--- config.mk ---
export PLATFORM = sky130hd
export DESIGN_NAME = s2mm_single_writer_flat
export DESIGN_NICKNAME = d
export VERILOG_FILES = /design/src/rtl/s2mm_single_writer_if.sv /design/src/rtl/s2mm_single_writer.sv /design/src/flat_wrapper.sv
export SDC_FILE = /design/constraint.sdc
export NUM_CORES = 1
export LEC_CHECK = 0
export CAP_MARGIN = 25
export CELL_PAD_IN_SITES_DETAIL_PLACEMENT = 2
export CELL_PAD_IN_SITES_GLOBAL_PLACEMENT = 2
export CORE_UTILIZATION = 22
export DETAILED_ROUTE_END_ITERATION = 8
export MAX_ROUTING_LAYER = met4
export PLACE_DENSITY_LB_ADDON = 0.1
export SYNTH_ARGS = -nofsm -noshare
export SYNTH_HDL_FRONTEND = slang
export SYNTH_SLANG_ARGS = --single-unit
--- constraint.sdc ---
create_clock -name aclk -period 3.3 [get_ports aclk]
set_clock_uncertainty 0.15 [all_clocks]
set_input_delay 0.33 -clock aclk [delete_from_list [all_inputs] [get_ports aclk]]
set_output_delay 0.33 -clock aclk [all_outputs]
set_load 0.005 [all_outputs]
--- src/rtl/s2mm_single_writer_if.sv ---
`default_nettype none
// ============================================================================
//  Module   : s2mm_single_writer_if
//  Brief    : Stream-in, sync_manager and AXI4 write-channel bundle for the
//             single-beat stream-to-memory writer.
//  Revision : 1.0  initial release
// ============================================================================
interface s2mm_single_writer_if #(
  parameter int MM_ADDR_WIDTH = 32,
  parameter int DATA_WIDTH    = 32
);
  // AXI4-Stream sample input
  logic [DATA_WIDTH-1:0]    S_AXIS_tdata;
  logic                     S_AXIS_tvalid;
  logic                     S_AXIS_tready;

  // sync_manager coupling
  logic [MM_ADDR_WIDTH-1:0] SM_write_buffer;
  logic                     SM_reading;
  logic                     SM_writing;

  // AXI4 write address channel
  logic [MM_ADDR_WIDTH-1:0] M_AXI_awaddr;
  logic [7:0]               M_AXI_awlen;
  logic [2:0]               M_AXI_awsize;
  logic [1:0]               M_AXI_awburst;
  logic [3:0]               M_AXI_awcache;
  logic [2:0]               M_AXI_awprot;
  logic                     M_AXI_awvalid;
  logic                     M_AXI_awready;

  // AXI4 write data channel
  logic [DATA_WIDTH-1:0]    M_AXI_wdata;
  logic [DATA_WIDTH/8-1:0]  M_AXI_wstrb;
  logic                     M_AXI_wlast;
  logic                     M_AXI_wvalid;
  logic                     M_AXI_wready;

  // AXI4 write response channel
  logic [1:0]               M_AXI_bresp;
  logic                     M_AXI_bvalid;
  logic                     M_AXI_bready;

  modport master (
    input  S_AXIS_tdata, S_AXIS_tvalid,
    output S_AXIS_tready,
    input  SM_write_buffer,
    output SM_reading, SM_writing,
    output M_AXI_awaddr, M_AXI_awlen, M_AXI_awsize, M_AXI_awburst,
    output M_AXI_awcache, M_AXI_awprot, M_AXI_awvalid,
    input  M_AXI_awready,
    output M_AXI_wdata, M_AXI_wstrb, M_AXI_wlast, M_AXI_wvalid,
    input  M_AXI_wready,
    input  M_AXI_bresp, M_AXI_bvalid,
    output M_AXI_bready
  );

  modport slave (
    output S_AXIS_tdata, S_AXIS_tvalid,
    input  S_AXIS_tready,
    output SM_write_buffer,
    input  SM_reading, SM_writing,
    input  M_AXI_awaddr, M_AXI_awlen, M_AXI_awsize, M_AXI_awburst,
    input  M_AXI_awcache, M_AXI_awprot, M_AXI_awvalid,
    output M_AXI_awready,
    input  M_AXI_wdata, M_AXI_wstrb, M_AXI_wlast, M_AXI_wvalid,
    output M_AXI_wready,
    output M_AXI_bresp, M_AXI_bvalid,
    input  M_AXI_bready
  );
endinterface
`default_nettype wire

--- src/rtl/s2mm_single_writer.sv ---
`default_nettype none
// ============================================================================
//  Module   : s2mm_single_writer
//  Brief    : Takes one stream sample at a time and writes it as a single-beat
//             AXI4 write to the address supplied by sync_manager.
//  Revision : 1.0  initial release
// ============================================================================
module s2mm_single_writer #(
  parameter int MM_ADDR_WIDTH = 32,
  parameter int DATA_WIDTH    = 32,
  parameter int ERR_WIDTH     = 16
) (
  input  logic                 aclk,
  input  logic                 aresetn,
  input  logic                 enable,
  s2mm_single_writer_if.master bus,
  output logic [ERR_WIDTH-1:0] error_count
);

  localparam logic [1:0] c_idle = 2'd0;
  localparam logic [1:0] c_xfer = 2'd1;
  localparam logic [1:0] c_resp = 2'd2;

  localparam logic [2:0] c_awsize  = (DATA_WIDTH == 64) ? 3'd3 : 3'd2;
  localparam logic [1:0] c_awburst = 2'b01;
  localparam logic [3:0] c_awcache = 4'b0011;
  localparam logic [2:0] c_awprot  = 3'b000;

  logic [1:0]               r_state;
  logic [1:0]               w_state_next;
  logic                     r_awvalid;
  logic                     r_wvalid;
  logic [MM_ADDR_WIDTH-1:0] r_awaddr;
  logic [DATA_WIDTH-1:0]    r_wdata;
  logic [ERR_WIDTH-1:0]     r_error_count;

  logic w_tready;
  logic w_bready;
  logic w_accept;
  logic w_b_hs;
  logic w_aw_hs;
  logic w_w_hs;
  logic w_aw_done;
  logic w_w_done;

  // State register
  always_ff @(posedge aclk) begin
    if (!aresetn) begin
      r_state <= c_idle;
    end else begin
      r_state <= w_state_next;
    end
  end

  // Next-state logic: XFER leaves on the cycle the later of AW/W completes
  always_comb begin
    w_state_next = r_state;
    case (r_state)
      c_idle: begin
        if (w_accept) begin
          w_state_next = c_xfer;
        end
      end
      c_xfer: begin
        if (w_aw_done && w_w_done) begin
          w_state_next = c_resp;
        end
      end
      c_resp: begin
        if (bus.M_AXI_bvalid) begin
          w_state_next = c_idle;
        end
      end
      default: w_state_next = c_idle;
    endcase
  end

  // Output/handshake decode; aresetn gating keeps comb outputs quiet in reset
  always_comb begin
    w_tready  = aresetn && enable && (r_state == c_idle);
    w_bready  = aresetn && (r_state == c_resp);
    w_accept  = bus.S_AXIS_tvalid && w_tready;
    w_b_hs    = bus.M_AXI_bvalid && w_bready;
    w_aw_hs   = r_awvalid && bus.M_AXI_awready;
    w_w_hs    = r_wvalid && bus.M_AXI_wready;
    w_aw_done = !r_awvalid || bus.M_AXI_awready;
    w_w_done  = !r_wvalid || bus.M_AXI_wready;
  end

  // Channel valids and captured beat
  always_ff @(posedge aclk) begin
    if (!aresetn) begin
      r_awvalid <= 1'b0;
      r_wvalid  <= 1'b0;
      r_awaddr  <= '0;
      r_wdata   <= '0;
    end else if (w_accept) begin
      r_awvalid <= 1'b1;
      r_wvalid  <= 1'b1;
      r_awaddr  <= bus.SM_write_buffer;
      r_wdata   <= bus.S_AXIS_tdata;
    end else begin
      if (w_aw_hs) begin
        r_awvalid <= 1'b0;
      end
      if (w_w_hs) begin
        r_wvalid <= 1'b0;
      end
    end
  end

  // Saturating count of non-OKAY responses
  always_ff @(posedge aclk) begin
    if (!aresetn) begin
      r_error_count <= '0;
    end else if (w_b_hs && (bus.M_AXI_bresp != 2'b00) && !(&r_error_count)) begin
      r_error_count <= r_error_count + 1'b1;
    end
  end

  assign bus.S_AXIS_tready = w_tready;
  assign bus.SM_reading    = w_accept;
  assign bus.SM_writing    = w_b_hs;

  assign bus.M_AXI_awaddr  = r_awaddr;
  assign bus.M_AXI_awlen   = 8'd0;
  assign bus.M_AXI_awsize  = c_awsize;
  assign bus.M_AXI_awburst = c_awburst;
  assign bus.M_AXI_awcache = c_awcache;
  assign bus.M_AXI_awprot  = c_awprot;
  assign bus.M_AXI_awvalid = r_awvalid;

  assign bus.M_AXI_wdata   = r_wdata;
  assign bus.M_AXI_wstrb   = '1;
  assign bus.M_AXI_wlast   = 1'b1;
  assign bus.M_AXI_wvalid  = r_wvalid;

  assign bus.M_AXI_bready  = w_bready;

  assign error_count       = r_error_count;

endmodule
`default_nettype wire

--- src/flat_wrapper.sv ---
// flat-port wrapper written by rule: the top's interface ports become plain ports
module s2mm_single_writer_flat 
#(
  parameter int MM_ADDR_WIDTH = 32,
  parameter int DATA_WIDTH    = 32,
  parameter int ERR_WIDTH     = 16
)
  (aclk, aresetn, enable, error_count, bus_S_AXIS_tdata, bus_S_AXIS_tvalid, bus_S_AXIS_tready, bus_SM_write_buffer, bus_SM_reading, bus_SM_writing, bus_M_AXI_awaddr, bus_M_AXI_awlen, bus_M_AXI_awsize, bus_M_AXI_awburst, bus_M_AXI_awcache, bus_M_AXI_awprot, bus_M_AXI_awvalid, bus_M_AXI_awready, bus_M_AXI_wdata, bus_M_AXI_wstrb, bus_M_AXI_wlast, bus_M_AXI_wvalid, bus_M_AXI_wready, bus_M_AXI_bresp, bus_M_AXI_bvalid, bus_M_AXI_bready);
  s2mm_single_writer_if #(.MM_ADDR_WIDTH(MM_ADDR_WIDTH), .DATA_WIDTH(DATA_WIDTH)) bus_i ();
  input  logic aclk;
  input  logic aresetn;
  input  logic enable;
  output logic [ERR_WIDTH-1:0] error_count;
  input wire logic [$bits(bus_i.S_AXIS_tdata)-1:0] bus_S_AXIS_tdata;
  input wire logic [$bits(bus_i.S_AXIS_tvalid)-1:0] bus_S_AXIS_tvalid;
  output wire logic [$bits(bus_i.S_AXIS_tready)-1:0] bus_S_AXIS_tready;
  input wire logic [$bits(bus_i.SM_write_buffer)-1:0] bus_SM_write_buffer;
  output wire logic [$bits(bus_i.SM_reading)-1:0] bus_SM_reading;
  output wire logic [$bits(bus_i.SM_writing)-1:0] bus_SM_writing;
  output wire logic [$bits(bus_i.M_AXI_awaddr)-1:0] bus_M_AXI_awaddr;
  output wire logic [$bits(bus_i.M_AXI_awlen)-1:0] bus_M_AXI_awlen;
  output wire logic [$bits(bus_i.M_AXI_awsize)-1:0] bus_M_AXI_awsize;
  output wire logic [$bits(bus_i.M_AXI_awburst)-1:0] bus_M_AXI_awburst;
  output wire logic [$bits(bus_i.M_AXI_awcache)-1:0] bus_M_AXI_awcache;
  output wire logic [$bits(bus_i.M_AXI_awprot)-1:0] bus_M_AXI_awprot;
  output wire logic [$bits(bus_i.M_AXI_awvalid)-1:0] bus_M_AXI_awvalid;
  input wire logic [$bits(bus_i.M_AXI_awready)-1:0] bus_M_AXI_awready;
  output wire logic [$bits(bus_i.M_AXI_wdata)-1:0] bus_M_AXI_wdata;
  output wire logic [$bits(bus_i.M_AXI_wstrb)-1:0] bus_M_AXI_wstrb;
  output wire logic [$bits(bus_i.M_AXI_wlast)-1:0] bus_M_AXI_wlast;
  output wire logic [$bits(bus_i.M_AXI_wvalid)-1:0] bus_M_AXI_wvalid;
  input wire logic [$bits(bus_i.M_AXI_wready)-1:0] bus_M_AXI_wready;
  input wire logic [$bits(bus_i.M_AXI_bresp)-1:0] bus_M_AXI_bresp;
  input wire logic [$bits(bus_i.M_AXI_bvalid)-1:0] bus_M_AXI_bvalid;
  output wire logic [$bits(bus_i.M_AXI_bready)-1:0] bus_M_AXI_bready;
  assign bus_i.S_AXIS_tdata = bus_S_AXIS_tdata;
  assign bus_i.S_AXIS_tvalid = bus_S_AXIS_tvalid;
  assign bus_S_AXIS_tready = bus_i.S_AXIS_tready;
  assign bus_i.SM_write_buffer = bus_SM_write_buffer;
  assign bus_SM_reading = bus_i.SM_reading;
  assign bus_SM_writing = bus_i.SM_writing;
  assign bus_M_AXI_awaddr = bus_i.M_AXI_awaddr;
  assign bus_M_AXI_awlen = bus_i.M_AXI_awlen;
  assign bus_M_AXI_awsize = bus_i.M_AXI_awsize;
  assign bus_M_AXI_awburst = bus_i.M_AXI_awburst;
  assign bus_M_AXI_awcache = bus_i.M_AXI_awcache;
  assign bus_M_AXI_awprot = bus_i.M_AXI_awprot;
  assign bus_M_AXI_awvalid = bus_i.M_AXI_awvalid;
  assign bus_i.M_AXI_awready = bus_M_AXI_awready;
  assign bus_M_AXI_wdata = bus_i.M_AXI_wdata;
  assign bus_M_AXI_wstrb = bus_i.M_AXI_wstrb;
  assign bus_M_AXI_wlast = bus_i.M_AXI_wlast;
  assign bus_M_AXI_wvalid = bus_i.M_AXI_wvalid;
  assign bus_i.M_AXI_wready = bus_M_AXI_wready;
  assign bus_i.M_AXI_bresp = bus_M_AXI_bresp;
  assign bus_i.M_AXI_bvalid = bus_M_AXI_bvalid;
  assign bus_M_AXI_bready = bus_i.M_AXI_bready;
  s2mm_single_writer #(.MM_ADDR_WIDTH(MM_ADDR_WIDTH), .DATA_WIDTH(DATA_WIDTH), .ERR_WIDTH(ERR_WIDTH)) u_core (.aclk(aclk), .aresetn(aresetn), .enable(enable), .bus(bus_i), .error_count(error_count));
endmodule
==> After elaboration in Yosys (flattened, before gate mapping) <==
Index checks and enable logic that the tools add are counted.
{ "totals": {"regBits": 84, "word_cells": 41, "in_bits": 73, "out_inout_bits": 111} }
{ "op_classes": {"n_reduce_logical": 21, "eq_ne": 5, "addsub": 1, "muxes": 8} }
{ "ops": {"columns": ["operator", "n"], "rows": [
  ["$add A16 B1 Y16 const B", 1],
  ["$reduce_and A16 Y1", 1],
  ["$logic_and A1 B1 Y1", 10],
  ["$mux W2", 3],
  ["$pmux W2 S3", 1],
  ["$reduce_bool A2 Y1", 3],
  ["$mux W1", 4],
  ["$ne A2 B2 Y1 const B", 2],
  ["$logic_not A1 Y1", 3],
  ["$reduce_and A3 Y1", 1],
  ["$eq A2 B1 Y1 const B", 1],
  ["$eq A2 B2 Y1 const B", 1],
  ["$logic_not A2 Y1", 1],
  ["$logic_or A1 B1 Y1", 2],
  ["$ne A2 B1 Y1 const B", 1]
]} }

==> Longest topological paths before layout <==
{ "depth": {"word_depth": 5, "depth_mapped": 7, "mapped_depth_nobuf": 5} }

==> Worst setup path after synthesis <==
No wires, ideal clock.
{ "synth_timing": {"path_kind": "flip-flop to flip-flop", "start": "register u_core.r_error_count[2], in the netlist u_core.error_count[2]", "end": "register u_core.r_error_count[15], in the netlist u_core.error_count[15]", "synth_period_minus_slack_ns": 1.940, "t_required_ns": 3.079, "setup_ns": 0.070, "arrival_ns": 1.719, "n_path_buf": 1, "slack_ns": 1.360, "stages_incl_launch_ff": 6, "cell_sequence": "dfxtp_1 > nand4_1 > or4_1 > buf_2 > or4_1 > a21oi_1"} }
{ "synth_via": {"elab_chain_cells": 3, "elab_cells_between_ends": 4, "cone_classes": "1 x add/sub; 3 x reduce/logical"} }
{ "synth_rtl": {"columns": ["element", "line_no", "source"], "rows": [
  ["from (decl)", "s2mm_single_writer.sv:35", "logic [ERR_WIDTH-1:0] r_error_count;"],
  ["from (signal assigned)", "s2mm_single_writer.sv:117", "r_error_count <= r_error_count + 1'b1;"],
  ["parallel branches: the longest is 3 deep, another holds $add A16 B1 Y16", null, null]
]} }
Several ways; the timed one is not identified.
A chain may end at the register's enable or synchronous reset.

==> Worst setup path after layout <==
{ "layout_timing": {"start": "input port aresetn", "end": "output port bus_M_AXI_bready"} }
{ "layout_via": {"elab_chain_cells": 1} }
{ "layout_rtl": {"columns": ["element", "line_no", "source"], "rows": [
  ["from (decl)", "flat_wrapper.sv:11", "input logic aresetn;"],
  ["$logic_and A1 B1 Y1", "s2mm_single_writer.sv:81", "w_bready = aresetn && (r_state == c_resp);"],
  ["to (decl)", "flat_wrapper.sv:35", "output wire logic [$bits(bus_i.M_AXI_bready)-1:0] bus_M_AXI_bready;"]
]} }
No other way between the ends.

==> results.sh <==
export IMPL_drtIter0Drc=93
export IMPL_postCtsResizedCells=0
export IMPL_drc=0
export IMPL_initial_core_util=0.228
export IMPL_cp_end_kind="output port"
export IMPL_syn_area_per_cell_sq_um=7.98
export IMPL_synth_top_area_frac=0.499
export IMPL_syn_instance_count=422
export IMPL_arrival_ns=1.77
export IMPL_crit_family="buffers and inverters"
export IMPL_critPathBufInv=4
export IMPL_rows=44
export IMPL_grt_pass1_vias=3574
export IMPL_status="completed"
export IMPL_via_count=3452
export IMPL_antenna_found_initial=0
export IMPL_n_antenna_cell=0
export IMPL_min_delay_start="u_core.bus.M_AXI_wdata[0]"
export IMPL_worstMarginPinSlew_ns=0.768
export IMPL_grt_pass1_wl_mm=19.0
export IMPL_cts_buffers=9
export IMPL_fp_dieH_um=126
export IMPL_nNetsFinal=645
export IMPL_startpoint_type="input pin"
export IMPL_ys_seq_elements=84
export IMPL_hold_violations=0
export IMPL_die_w_um=126
export IMPL_peakVddDrop_uv=223
export IMPL_required_ns=2.82
export IMPL_synth_warnings=0
export IMPL_drv_slew=0
export IMPL_final_util=0.362
export IMPL_grt_max_degree=67
export IMPL_clk_latency_ns=0.35
export IMPL_gp_congestion=0.711
export IMPL_drt_total_wl_mm=11.9
export IMPL_routedWlPerCell_um=15.7
export IMPL_rr_startpoint="u_core.error_count[2]"
export IMPL_slowest_stage="clkdlybuf4s50_1"
export IMPL_place_inst=744
export IMPL_port_buffers=158
export IMPL_r2r_setup_slack_ns=1.10
export IMPL_yosys_top_cells_count="141 x nand2_1, 84 x dfxtp_1, 67 x nand3_1"
export IMPL_finalSetupViolCount=0
export IMPL_holdPathStages=2
export IMPL_fmax_ghz=0.444
export IMPL_worst_r2r_endpoint="u_core.error_count[15]"
export IMPL_hpwl_mm=8.29
export IMPL_drive_gt1_frac=0.0503
export IMPL_period_minus_slack_ns=2.25
export IMPL_io_pins=184
export IMPL_final_cells=760
export IMPL_overflow=0
export IMPL_clock_path_buffers=2
export IMPL_yosysMostFrequentCell="nand2_1"
export IMPL_rsz0062_at_grt="false"
export IMPL_hold_path_end="u_core.bus.M_AXI_wdata[0]"
export IMPL_relSlewSlack=0.484
export IMPL_synth_area_leader_cell="dfxtp_1"
export IMPL_finalCritPeriodShare=0.683
export IMPL_postCtsHoldBufs=0
export IMPL_clkTransAtPathRegs_ns=0.06
export IMPL_cts_root_buf="clkbuf_16"
export IMPL_syn_to_final_growth_pct=58.7
export IMPL_syn_cell_area_sq_mm=0.00337
export IMPL_numClockSinks=84
export IMPL_powerDensity_mw_per_mm2=467
export IMPL_critPathKind="in -> out"
export IMPL_crit_fanout=34
export IMPL_hold_path_class="reg -> reg"
export IMPL_maxCapViolations=0
export IMPL_crit_path_cell_trace="buf_2, buf_4, inv_1, nor3b_1, clkdlybuf4s50_1"
export IMPL_tritoncts="built"
export IMPL_seq_area_frac_synth=0.499
export IMPL_coreArea_sq_mm=0.0148
export IMPL_setup_tns_ns=0
export IMPL_die_area_sq_mm=0.0158
export IMPL_fill_cells=1685
export IMPL_viasPerCell=4.54
export IMPL_synth_area_leaders="dfxtp_1 50%, nand2_1 16%, nand3_1 10%"
export IMPL_grt_util_all_layers=0.160
export IMPL_postRouteAntennaNets=0
export IMPL_synth_ff_type="dfxtp_1"
export IMPL_htreeDepth=3
export IMPL_synth_edff_count=0
export IMPL_post_cts_buffers=0
export IMPL_leakage_nw=2.25
export IMPL_ys_types=38
export IMPL_reg2reg_depth=4
export IMPL_first_pass_iters=4
export IMPL_cpPeakStageDelay_ns=0.57
export IMPL_async_reset_ff_frac=0
-- flip-flops by register name, summed over array words and instances (netlist names) --
| register | cells |
|---|---|
| u_core.bus.M_AXI_awaddr | 32 |
| u_core.bus.M_AXI_wdata | 32 |
| u_core.error_count | 16 |
| u_core.r_state | 2 |
| u_core.bus.M_AXI_awvalid | 1 |
| u_core.bus.M_AXI_wvalid | 1 |
-- layer usage --
metal | GRT usage | routed length, um | vias up
met1 | 0.190 | 5290 | 1658
met3 | 0.0523 | 940 | 12
met5 | - | 0 | -
li1 | - | - | 1664
met4 | 0.0659 | 202 | 0
met2 | 0.249 | 5480 | 118
-- layout by cell type, fill, tap and decap left out, types with 3 or more instances in the layout --
master / instances
mux2i_1: 5
or4_1: 4
dfxtp_1: 84
or3_1: 4
buf_4: 6
nand3_1: 67
nand4_1: 5
o21ai_0: 6
nor2_1: 4
inv_1: 6
nand2_1: 140
o31ai_1: 3
clkbuf_16: 9
conb_1: 25
nor3_1: 5
a21oi_1: 9
clkdlybuf4s50_1: 157
-- power by group --
part	switching, mW	internal [mW]	total, mW
clock network	0.442	0.665	1.11
registers	0.0274	1.06	1.09
logic	0.117	0.180	0.297
-- logic make-up after synthesis --
family          after synthesis  share of synthesized area
simple gates                244                      0.329
flops                        84                      0.499
buf+inv                      56                     0.0906
fa+ha+maj                     1                    0.00371
other cells                   2                    0.00223
compound gates               30                     0.0605
mux                           5                     0.0149
-- worst max path at each step --
stage	start	to	slack, ns	cells after the start
2_1_floorplan	u_core.error_count[2]	u_core.error_count[15]	1.36	5
3_3_place_gp	bus_M_AXI_bvalid	u_core.error_count[15]	0.77	5
3_5_place_dp	bus_M_AXI_bvalid	u_core.error_count[15]	0.74	5
4_1_cts	aresetn	bus_SM_reading	1.01	6
5_1_grt	aresetn	bus_M_AXI_bready	0.90	5
6_report	aresetn	bus_M_AXI_bready	1.05	5
-- cell type report --
| cell class | instances | area (sq um) | area share |
|---|---|---|---|
| clock inverter | 6 | 87.6 | 0.0164 |
| sequential | 84 | 1680 | 0.314 |
| inverter | 7 | 26.3 | 0.00491 |
| clock buffer | 10 | 229 | 0.0428 |
| timing repair buffer | 164 | 1620 | 0.303 |
| tap | 184 | 230 | 0.0431 |
| multi-input combinational | 305 | 1470 | 0.275 |
-- worst register-to-register path: stages, from the launching register on --
cell and delay, ns:
dfxtp_1 0.46, nand4_1 0.24, or4_1 0.69, or4_1 0.45, a21oi_1 0.15
-- metrics by stage --
step	area (sq um)	worst slack, ns	power (mW)	hold WS, ns
2_1_floorplan	3460	1.36	1.22	0.279
3_3_place_gp	5030	0.770	1.41	0.291
3_5_place_dp	5030	0.737	1.42	0.301
4_1_cts	5350	1.01	2.55	0.313
5_1_grt	5350	0.896	2.61	0.331
6_report	5350	1.05	2.50	0.304
Note: power is estimated with default switching activity, not from simulation.
==> patch (same settings) <==
`MM_ADDR_WIDTH` is set to 32 in 3 places; all go to 64.
--- a/src/rtl/s2mm_single_writer_if.sv
+++ b/src/rtl/s2mm_single_writer_if.sv
@@ -8,3 +8,3 @@
 interface s2mm_single_writer_if #(
-  parameter int MM_ADDR_WIDTH = 32,
+  parameter int MM_ADDR_WIDTH = 64,
   parameter int DATA_WIDTH    = 32
--- a/src/rtl/s2mm_single_writer.sv
+++ b/src/rtl/s2mm_single_writer.sv
@@ -8,3 +8,3 @@
 module s2mm_single_writer #(
-  parameter int MM_ADDR_WIDTH = 32,
+  parameter int MM_ADDR_WIDTH = 64,
   parameter int DATA_WIDTH    = 32,
--- a/src/flat_wrapper.sv
+++ b/src/flat_wrapper.sv
@@ -3,3 +3,3 @@
 #(
-  parameter int MM_ADDR_WIDTH = 32,
+  parameter int MM_ADDR_WIDTH = 64,
   parameter int DATA_WIDTH    = 32,
Ports: changed (resized bus_M_AXI_awaddr and bus_SM_write_buffer); port bits go from 184 to 248. The function was not compared with the original's and may differ.
==> patch against the original RTL <==
Cell area grew 40%. Worst setup slack got worse by 0.026 ns. Area after synthesis increased by 34%. Via count up 35%. Register-to-register slack gained 0.20 ns. Worst hold slack got worse by 0.12 ns. Routed wire length is 44% higher. Sequential cell count increased by 32. Power grew 54%. Critical path type is now reg -> out. Critical endpoint is now bus_SM_reading.
==> patch: results (changes against the original RTL) <==
metric;value;unit;change
worst hold start;aresetn;;
sequential fraction of the synthesis area;51.2;%;+1.3 points
status;finished clean;;
CP startpoint;u_core.r_state[1]$_SDFFE_PN0P_;;
hpwl dp;12.1;mm;+46%
Worst setup endpoint;bus_SM_reading;;
Hold Path Stages;3;;+1
Port Buffers;222;;+41%
reg-to-reg slack, setup;1.30;ns;+0.20 ns
gpl congestion;0.736;;+3.5%
crit-path max FO;6;;-82%
Power Clock;1.90;mW;+71%
DR WL/cell;16.2;µm;+3.6%
end of the worst hold path;u_core.error_count[15]$_SDFFE_PN0P_;;
cts bufs inserted;17;;+8
slew at the pin closest to its max-slew limit;0.676;ns;-0.0918 ns
internal power;2.99;mW;+57%
first-pass GRT wire length;27.8;mm;+46%
total global-route track usage;17.3;%;+1.3 points
largest net degree at the start of global routing;99;;+48%
leakage;3.26;nW;+45%
initial antenna violation count;1;;+1
vias in the first global route;5124;;+43%
worst skew pair latency;0.41;ns;+0.06 ns
Initial DRC Count;135;;+45%
peak supply drop;0.341;mV;+53%
Critical Path Max Stage Delay;0.49;ns;-0.08 ns
NumNets Final;879;;+36%
patch: metal layers:
| layer | wire, µm | global-route usage (%) | vias up |
|---|---|---|---|
| li1 | - | - | 2242 |
| met1 | 7190 | 19.2 | 2237 |
| met2 | 8450 | 28.7 | 158 |
| met3 | 1100 | 5.20 | 27 |
| met4 | 412 | 7.53 | 0 |
| met5 | 0 | - | - |
patch: area by class of cell:
type | instances | area [µm²] | area share (%)
timing repair buffer | 227 | 2280 | 30.4
multi-input combinational | 406 | 1950 | 25.9
tap | 270 | 338 | 4.50
clock buffer | 20 | 437 | 5.82
clock inverter | 11 | 160 | 2.13
sequential | 116 | 2320 | 30.9
inverter | 5 | 18.8 | 0.250
antenna | 1 | 2.50 | 0.0333
patch: tightest hold or removal path: cells and delay by family:
kind	cells	cell delay [ns]
buf+inv	2	0.31
compound gates	1	0.06
patch: kinds of logic (layout without fill, tap and decap cells):
| family | after synthesis | count (layout) | share of synthesized area [%] |
|---|---|---|---|
| AND/OR/NAND/NOR | 346 | 346 | 34.4 |
| flip-flops | 116 | 116 | 51.2 |
| buffers and inverters | 65 | 263 | 7.90 |
| AO/OA/AOI/OAI | 25 | 25 | 4.00 |
| multiplexers | 9 | 9 | 1.99 |
| other | 2 | 26 | 0.166 |
| adder cells (fa/ha/maj) | 1 | 1 | 0.276 |
patch: stage by stage:
step	util (%)	setup WS [ns]	std cells	area, µm²	power (mW)
2_1_floorplan	-	1.50	587	4620	1.68
3_5_place_dp	34.1	0.965	1024	6910	1.98
4_1_cts	37.1	0.971	1055	7500	3.93
6_report	37.1	1.02	1056	7510	3.85
5_1_grt	37.1	0.940	1056	7510	4.03
3_3_place_gp	34.1	1.02	1024	6910	1.97
